## src/rtl/clk_break_ctrl_if.sv

```systemverilog
// Host command channel for the clock-break run-control engine.
// The host drives valid/op/arg; the controller answers with ready.
interface clk_break_ctrl_if;
   logic        cmd_valid;
   logic        cmd_ready;
   logic [1:0]  cmd_op;
   logic [31:0] cmd_arg;

   modport master (output cmd_valid, output cmd_op, output cmd_arg, input cmd_ready);
   modport slave  (input cmd_valid, input cmd_op, input cmd_arg, output cmd_ready);
endinterface

```

## src/rtl/clk_break_ctrl.sv

```systemverilog
// Debug run-control engine that produces the registered full_break stop
// request for the DUT clock gate, and counts the DUT edges actually delivered.
//
// state      | meaning
// -----------+---------------------------------------------------------------
// ST_HALTED  | DUT clock stopped; waits for a host command
// ST_RUN     | free running until a host command or a break condition
// ST_STEP    | delivers step_rem more edges, then halts with STEP_DONE
// ST_BROKEN  | stopped by FIFO back-pressure; may auto-resume to resume_mode
module clk_break_ctrl #(
   parameter int LVL_W       = 11,
   parameter int HIGH_WM     = 1000,
   parameter int LOW_WM      = 512,
   parameter int AUTO_RESUME = 1,
   parameter int CNT_W       = 64
) (
   input  logic               sys_clk,
   input  logic               sys_rst_n,
   input  logic               clk_en,
   clk_break_ctrl_if.slave    cmd,
   input  logic               ext_break,
   input  logic [LVL_W-1:0]   fifo_level,
   output logic               full_break,
   output logic [1:0]         run_state,
   output logic [2:0]         break_cause,
   output logic [CNT_W-1:0]   cycle_cnt
);

   typedef enum logic [1:0] {
      ST_HALTED = 2'd0,
      ST_RUN    = 2'd1,
      ST_STEP   = 2'd2,
      ST_BROKEN = 2'd3
   } state_t;

   typedef enum logic [2:0] {
      CAUSE_NONE      = 3'd0,
      CAUSE_HOST      = 3'd1,
      CAUSE_STEP_DONE = 3'd2,
      CAUSE_EXT       = 3'd3,
      CAUSE_FIFO      = 3'd4
   } cause_t;

   localparam logic [1:0]       OP_HALT  = 2'd0;
   localparam logic [1:0]       OP_RUN   = 2'd1;
   localparam logic [1:0]       OP_STEP  = 2'd2;
   localparam logic [1:0]       OP_CLR   = 2'd3;
   localparam logic [LVL_W-1:0] HIGH_LVL = LVL_W'(HIGH_WM);
   localparam logic [LVL_W-1:0] LOW_LVL  = LVL_W'(LOW_WM);

   state_t            state_q, state_d;
   state_t            resume_q, resume_d;
   cause_t            cause_q, cause_d;
   logic [31:0]       rem_q, rem_d;
   logic [CNT_W-1:0]  cnt_q, cnt_d;
   logic              ready_q;
   logic              full_break_q, full_break_d;
   logic              dut_edge;
   logic              accept;
   logic              fifo_hi;
   logic              fifo_lo;

   assign dut_edge = clk_en & ~full_break_q;
   assign accept   = cmd.cmd_valid & ready_q;
   assign fifo_hi  = (fifo_level >= HIGH_LVL);
   assign fifo_lo  = (fifo_level <= LOW_LVL);

   always_ff @(posedge sys_clk) begin
      if (!sys_rst_n) begin
         state_q      <= ST_HALTED;
         resume_q     <= ST_RUN;
         cause_q      <= CAUSE_HOST;
         rem_q        <= 32'd0;
         cnt_q        <= '0;
         ready_q      <= 1'b1;
         full_break_q <= 1'b1;
      end else begin
         state_q      <= state_d;
         resume_q     <= resume_d;
         cause_q      <= cause_d;
         rem_q        <= rem_d;
         cnt_q        <= cnt_d;
         ready_q      <= ~accept;
         full_break_q <= full_break_d;
      end
   end

   always_comb begin
      state_d  = state_q;
      resume_d = resume_q;
      cause_d  = cause_q;
      rem_d    = rem_q;
      cnt_d    = cnt_q;

      // An edge taken while stepping always consumes budget, even if a break fires.
      if (dut_edge && state_q == ST_STEP) begin
         rem_d = rem_q - 32'd1;
      end

      case (state_q)
         ST_RUN, ST_STEP: begin
            if (ext_break) begin
               state_d = ST_HALTED;
               cause_d = CAUSE_EXT;
            end else if (fifo_hi) begin
               state_d  = ST_BROKEN;
               cause_d  = CAUSE_FIFO;
               resume_d = state_q;
            end else if (state_q == ST_STEP && dut_edge && rem_q == 32'd1) begin
               state_d = ST_HALTED;
               cause_d = CAUSE_STEP_DONE;
            end
         end
         ST_BROKEN: begin
            if (ext_break) begin
               state_d = ST_HALTED;
               cause_d = CAUSE_EXT;
            end else if (AUTO_RESUME != 0 && fifo_lo) begin
               // A step whose last edge coincided with the FIFO break has nothing left to run.
               if (resume_q == ST_STEP && rem_q == 32'd0) begin
                  state_d = ST_HALTED;
                  cause_d = CAUSE_STEP_DONE;
               end else begin
                  state_d = resume_q;
                  cause_d = CAUSE_NONE;
               end
            end
         end
         default: ;
      endcase

      // Accepted host commands override any break or resume decision this cycle;
      // CLR_CNT leaves run-state bookkeeping to the logic above.
      if (accept) begin
         case (cmd.cmd_op)
            OP_HALT: begin
               state_d = ST_HALTED;
               cause_d = CAUSE_HOST;
            end
            OP_RUN: begin
               state_d = ST_RUN;
               cause_d = CAUSE_NONE;
            end
            OP_STEP: begin
               rem_d = cmd.cmd_arg;
               if (cmd.cmd_arg == 32'd0) begin
                  state_d = ST_HALTED;
                  cause_d = CAUSE_STEP_DONE;
               end else begin
                  state_d = ST_STEP;
                  cause_d = CAUSE_NONE;
               end
            end
            default: ;
         endcase
      end

      if (accept && cmd.cmd_op == OP_CLR) begin
         cnt_d = '0;
      end else if (dut_edge) begin
         cnt_d = cnt_q + CNT_W'(1);
      end

      full_break_d = ~((state_d == ST_RUN) || (state_d == ST_STEP && rem_d != 32'd0));
   end

   assign cmd.cmd_ready = ready_q;
   assign full_break    = full_break_q;
   assign run_state     = state_q;
   assign break_cause   = cause_q;
   assign cycle_cnt     = cnt_q;

endmodule
```

## src/flat_wrapper.sv

```systemverilog
// flat-port wrapper written by rule: the top's interface ports become plain ports
module clk_break_ctrl_flat 
#(
   parameter int LVL_W       = 11,
   parameter int HIGH_WM     = 1000,
   parameter int LOW_WM      = 512,
   parameter int AUTO_RESUME = 1,
   parameter int CNT_W       = 64
)
  (sys_clk, sys_rst_n, clk_en, ext_break, fifo_level, full_break, run_state, break_cause, cycle_cnt, cmd_cmd_valid, cmd_cmd_op, cmd_cmd_arg, cmd_cmd_ready);
  clk_break_ctrl_if cmd_i ();
  input  logic sys_clk;
  input  logic sys_rst_n;
  input  logic clk_en;
  input  logic ext_break;
  input  logic [LVL_W-1:0] fifo_level;
  output logic full_break;
  output logic [1:0] run_state;
  output logic [2:0] break_cause;
  output logic [CNT_W-1:0] cycle_cnt;
  input wire logic [$bits(cmd_i.cmd_valid)-1:0] cmd_cmd_valid;
  input wire logic [$bits(cmd_i.cmd_op)-1:0] cmd_cmd_op;
  input wire logic [$bits(cmd_i.cmd_arg)-1:0] cmd_cmd_arg;
  output wire logic [$bits(cmd_i.cmd_ready)-1:0] cmd_cmd_ready;
  assign cmd_i.cmd_valid = cmd_cmd_valid;
  assign cmd_i.cmd_op = cmd_cmd_op;
  assign cmd_i.cmd_arg = cmd_cmd_arg;
  assign cmd_cmd_ready = cmd_i.cmd_ready;
  clk_break_ctrl #(.LVL_W(LVL_W), .HIGH_WM(HIGH_WM), .LOW_WM(LOW_WM), .AUTO_RESUME(AUTO_RESUME), .CNT_W(CNT_W)) u_core (.sys_clk(sys_clk), .sys_rst_n(sys_rst_n), .clk_en(clk_en), .cmd(cmd_i), .ext_break(ext_break), .fifo_level(fifo_level), .full_break(full_break), .run_state(run_state), .break_cause(break_cause), .cycle_cnt(cycle_cnt));
endmodule
```

## config.mk

```make
export PLATFORM = sky130hd
export DESIGN_NAME = clk_break_ctrl_flat
export DESIGN_NICKNAME = d
export VERILOG_FILES = /design/src/rtl/clk_break_ctrl_if.sv /design/src/rtl/clk_break_ctrl.sv /design/src/flat_wrapper.sv
export SDC_FILE = /design/constraint.sdc
export NUM_CORES = 1
export LEC_CHECK = 0
export ABC_AREA = 0
export BUFFER_PORTS_ARGS = -buffer_cell sky130_fd_sc_hd__buf_2
export CORE_ASPECT_RATIO = 0.8
export CORE_UTILIZATION = 50
export DETAILED_ROUTE_END_ITERATION = 8
export PLACE_DENSITY = 0.77
export SETUP_SLACK_MARGIN = 0.02
export SLEW_MARGIN = 15
export SYNTH_ARGS = -nofsm -noshare
export SYNTH_HDL_FRONTEND = slang
export SYNTH_SLANG_ARGS = --single-unit
```

## constraint.sdc

```tcl
create_clock -name sys_clk -period 2.8 [get_ports sys_clk]
set_input_delay 0.28 -clock sys_clk [delete_from_list [all_inputs] [get_ports sys_clk]]
set_output_delay 0.28 -clock sys_clk [all_outputs]
set_load 0.005 [all_outputs]
```

==> results.cfg <==
[outcome]
outcome = complete, but fails checks
violations = setup timing

[hold_path]
hold_path_class = input port to register

[critical_path]
worstPathRequired_ns = 3.06
crit_chain = or4_4 > or4b_4 > buf_12 > nor4_4 > xnor2_1 > o21ai_2 > nor4_2 > nand4_1 > o211ai_1
critPathMaxStageDelay_ns = 0.58
critical_path_class = register to register
cp_max_fo = 7
arrival_ns = 3.08
worst_path_max_delay_cell = or4b_4
start_kind = register
endpoint_kind = register

[global_route]
antenna_found_initial = 0
grt_pass1_vias = 5409
grt_start_max_net_pins = 65
grt_overflow = 0
grt_usage_pct = 26.5
grt_pass1_wl_um = 25100

[synth]
synth_flop_cell = dfxtp_1
syn_avg_cell_area_um2 = 8.04
yosys_register_bits = 105
synth_edf_count = 0
synth-seq-area-share_pct = 37.6
async_flop_share_pct = 0
yosys_warnings = 0
synth_cells = 696
yosys.area.top_type_share_pct = 37.6
synthTopCellsByArea = dfxtp_1 38%, nor2_1 7.2%, xnor2_1 6.1%
yosysUniqueCellTypes = 61
syn_nets = 752
netlist_area_mm2 = 0.00560
synth_top_area_cell = dfxtp_1

[place]
numPortBuffers = 120
globalplace.congestion = 0.933
dp_hpwl_um = 11400
dp.cells = 976

[routing]
via_per_inst = 5.69
via_count = 5643
route.detailed.drc = 0
wl_um = 15400
drt_iter0_drc = 380
wl_per_cell_um = 15.5
drtPass1Iterations = 5
ant_nets = 0

[clock_network]
cts_root_buf = clkbuf_16
cts_hold_buffers = 0
cts_buffers = 9
clk_pin_slew_ns = 0.07
htreeDepth = 3
clk_latency_ns = 0.34
cts_buffer_depth = 2
cts_tree = yes
cts.sinks = 105

[timing]
finalCritPeriodShare_pct = 101
fmax_ghz = 0.354
finalHoldViolations = 0
hold-worst-slack_ns = 0.174
grt_setup_unrepaired = true
layout_setup_ws_ns = -0.0221
relSlewSlack_pct = 55.9
finClkSkew_ns = 0.00869
tns_ns = -0.0221
finalMaxSlewViolations = 0
worst-slew-pin-transition_ns = 0.662
min_period_ns = 2.82
setup_viol = 1

[cells_and_area]
diodes = 0
syn_to_final_growth_pct = 25.8
layout.area.seq_mm2 = 0.00210
nets = 900
multi_input_area_mm2 = 0.00346
nFillCells = 925
finish.utilization_pct = 64.7
layout-drive-gt1-share_pct = 26.1
instances_no_fill = 992

[power]
p_total_uw = 3200
leakage_uw = 0.00285
p_per_area_mw_per_mm2 = 454
ir_worst_vdd_uv = 320

[die]
die_area_mm2 = 0.0116
io_pins = 121
die_h_um = 96.6
initial_utilization_pct = 51.4
core_area_mm2 = 0.0109
die_w_um = 120
rows = 34

[job]
cap_violations = 0
## worst max-delay path: cells and delay by family, from the launching register on
| family | cells | cell delay, ns |
|---|---|---|
| buffers and inverters | 1 | 0.18 |
| flip-flops | 1 | 0.32 |
| XOR/XNOR | 1 | 0.17 |
| AND/OR/NAND/NOR | 5 | 1.78 |
| AO/OA/AOI/OAI | 2 | 0.29 |
## cell families (layout without fill, tap and decap cells)
logic type	after synthesis	after routing	synth area share [%]
AND/OR/NAND/NOR	363	363	33.8
XOR/XNOR	76	76	11.9
buffers and inverters	47	199	3.85
adder cells (fa/ha/maj)	6	6	1.34
AO/OA/AOI/OAI	90	90	9.95
flip-flops	105	105	37.6
multiplexers	9	9	1.63
## cell usage in the layout (no fill, tap or decap), types with 3 or more instances in the layout
cell type,instances
nand3_1,33
clkbuf_16,9
and3_1,10
nor4_2,3
inv_6,3
nand2_1,62
and4_1,9
a31oi_1,3
or3_1,19
nor4_4,6
mux2i_1,8
or2_2,3
xnor2_1,39
nor3b_1,3
nor3_1,18
a211oi_1,4
nand2b_1,3
a21oi_1,26
xor2_1,37
nor4_1,17
buf_4,42
buf_2,120
inv_1,17
nor2_1,107
and2_1,22
or4_4,5
nand4_1,21
dfxtp_1,103
ha_1,4
o21ai_0,31
nor2b_1,3
## final timing paths
check / depth (start not counted) / startpoint / endpoint / slack, ns
worst max register to register: 9 / u_core.rem_q[19] / u_core.full_break / -0.02
worst min register to register: 1 / u_core.cmd.cmd_ready / u_core.cmd.cmd_ready / 0.49
worst min-delay path: 2 / cmd_cmd_valid / u_core.cmd.cmd_ready / 0.17
worst max-delay path: 9 / u_core.rem_q[19] / u_core.full_break / -0.02
## what timing repair did
action / in CTS / in global routing
resized for setup: 16 / 25
setup buffers: 1 / 0
pin swaps: 10 / 14
setup endpoints to repair: 1 / 13
## state kept, by name (all words and copies together) (netlist names)
register,cells
u_core.break_cause,3
u_core.cmd.cmd_ready,1
u_core.cycle_cnt,64
u_core.full_break,1
u_core.rem_q,32
u_core.resume_q,2
u_core.run_state,2
## cells in the mapped netlist (all sizes together) (3+ instances only)
library cell / instances
nor2: 107
dfxtp: 105
nand2: 62
xnor2: 39
xor2: 37
o21ai: 36
nand3: 33
a21oi: 26
nor4: 26
clkbuf: 23
and2: 22
nand4: 22
inv: 19
nor3: 19
or3: 19
and3: 10
and4: 9
mux2i: 8
or4: 8
ha: 6
a211oi: 4
buf: 4
a31oi: 3
nand2b: 3
nor2b: 3
nor3b: 3
or2: 3
or4b: 3
## area by class of cell
| cell class | instances | share of cell area [%] |
|---|---|---|
| Multi-Input combinational cell | 544 | 49.1 |
| Inverter | 20 | 1.07 |
| Sequential cell | 105 | 29.9 |
| Clock buffer | 9 | 3.20 |
| Clock inverter | 6 | 0.711 |
| Timing Repair Buffer | 164 | 13.5 |
| Tap cell | 144 | 2.56 |
## report_power, final
group / switching, µW / leakage [µW] / internal (µW)
clock: 580 / 0.000129 / 610
sequential: 26.6 / 0.000850 / 1520
combinational: 264 / 0.00187 / 200
## per-layer routing
layer,up-vias,part of all wire [%],GRT usage (%)
li1,2746,-,-
met1,2686,45,34.6
met2,190,47,43.6
met3,21,6.7,5.84
met4,0,1.3,7.69
met5,-,0,0
## metrics by stage
| stage | setup slack (ns) | area, µm² |
|---|---|---|
| 2_1_floorplan | 0.0432 | 5600 |
| 3_3_place_gp | -0.0376 | 6570 |
| 3_5_place_dp | -0.254 | 6570 |
| 4_1_cts | -0.0447 | 6940 |
| 5_1_grt | -0.110 | 7040 |
| 6_report | -0.0221 | 7040 |
No activity file was read; power rests on OpenSTA's default activity.
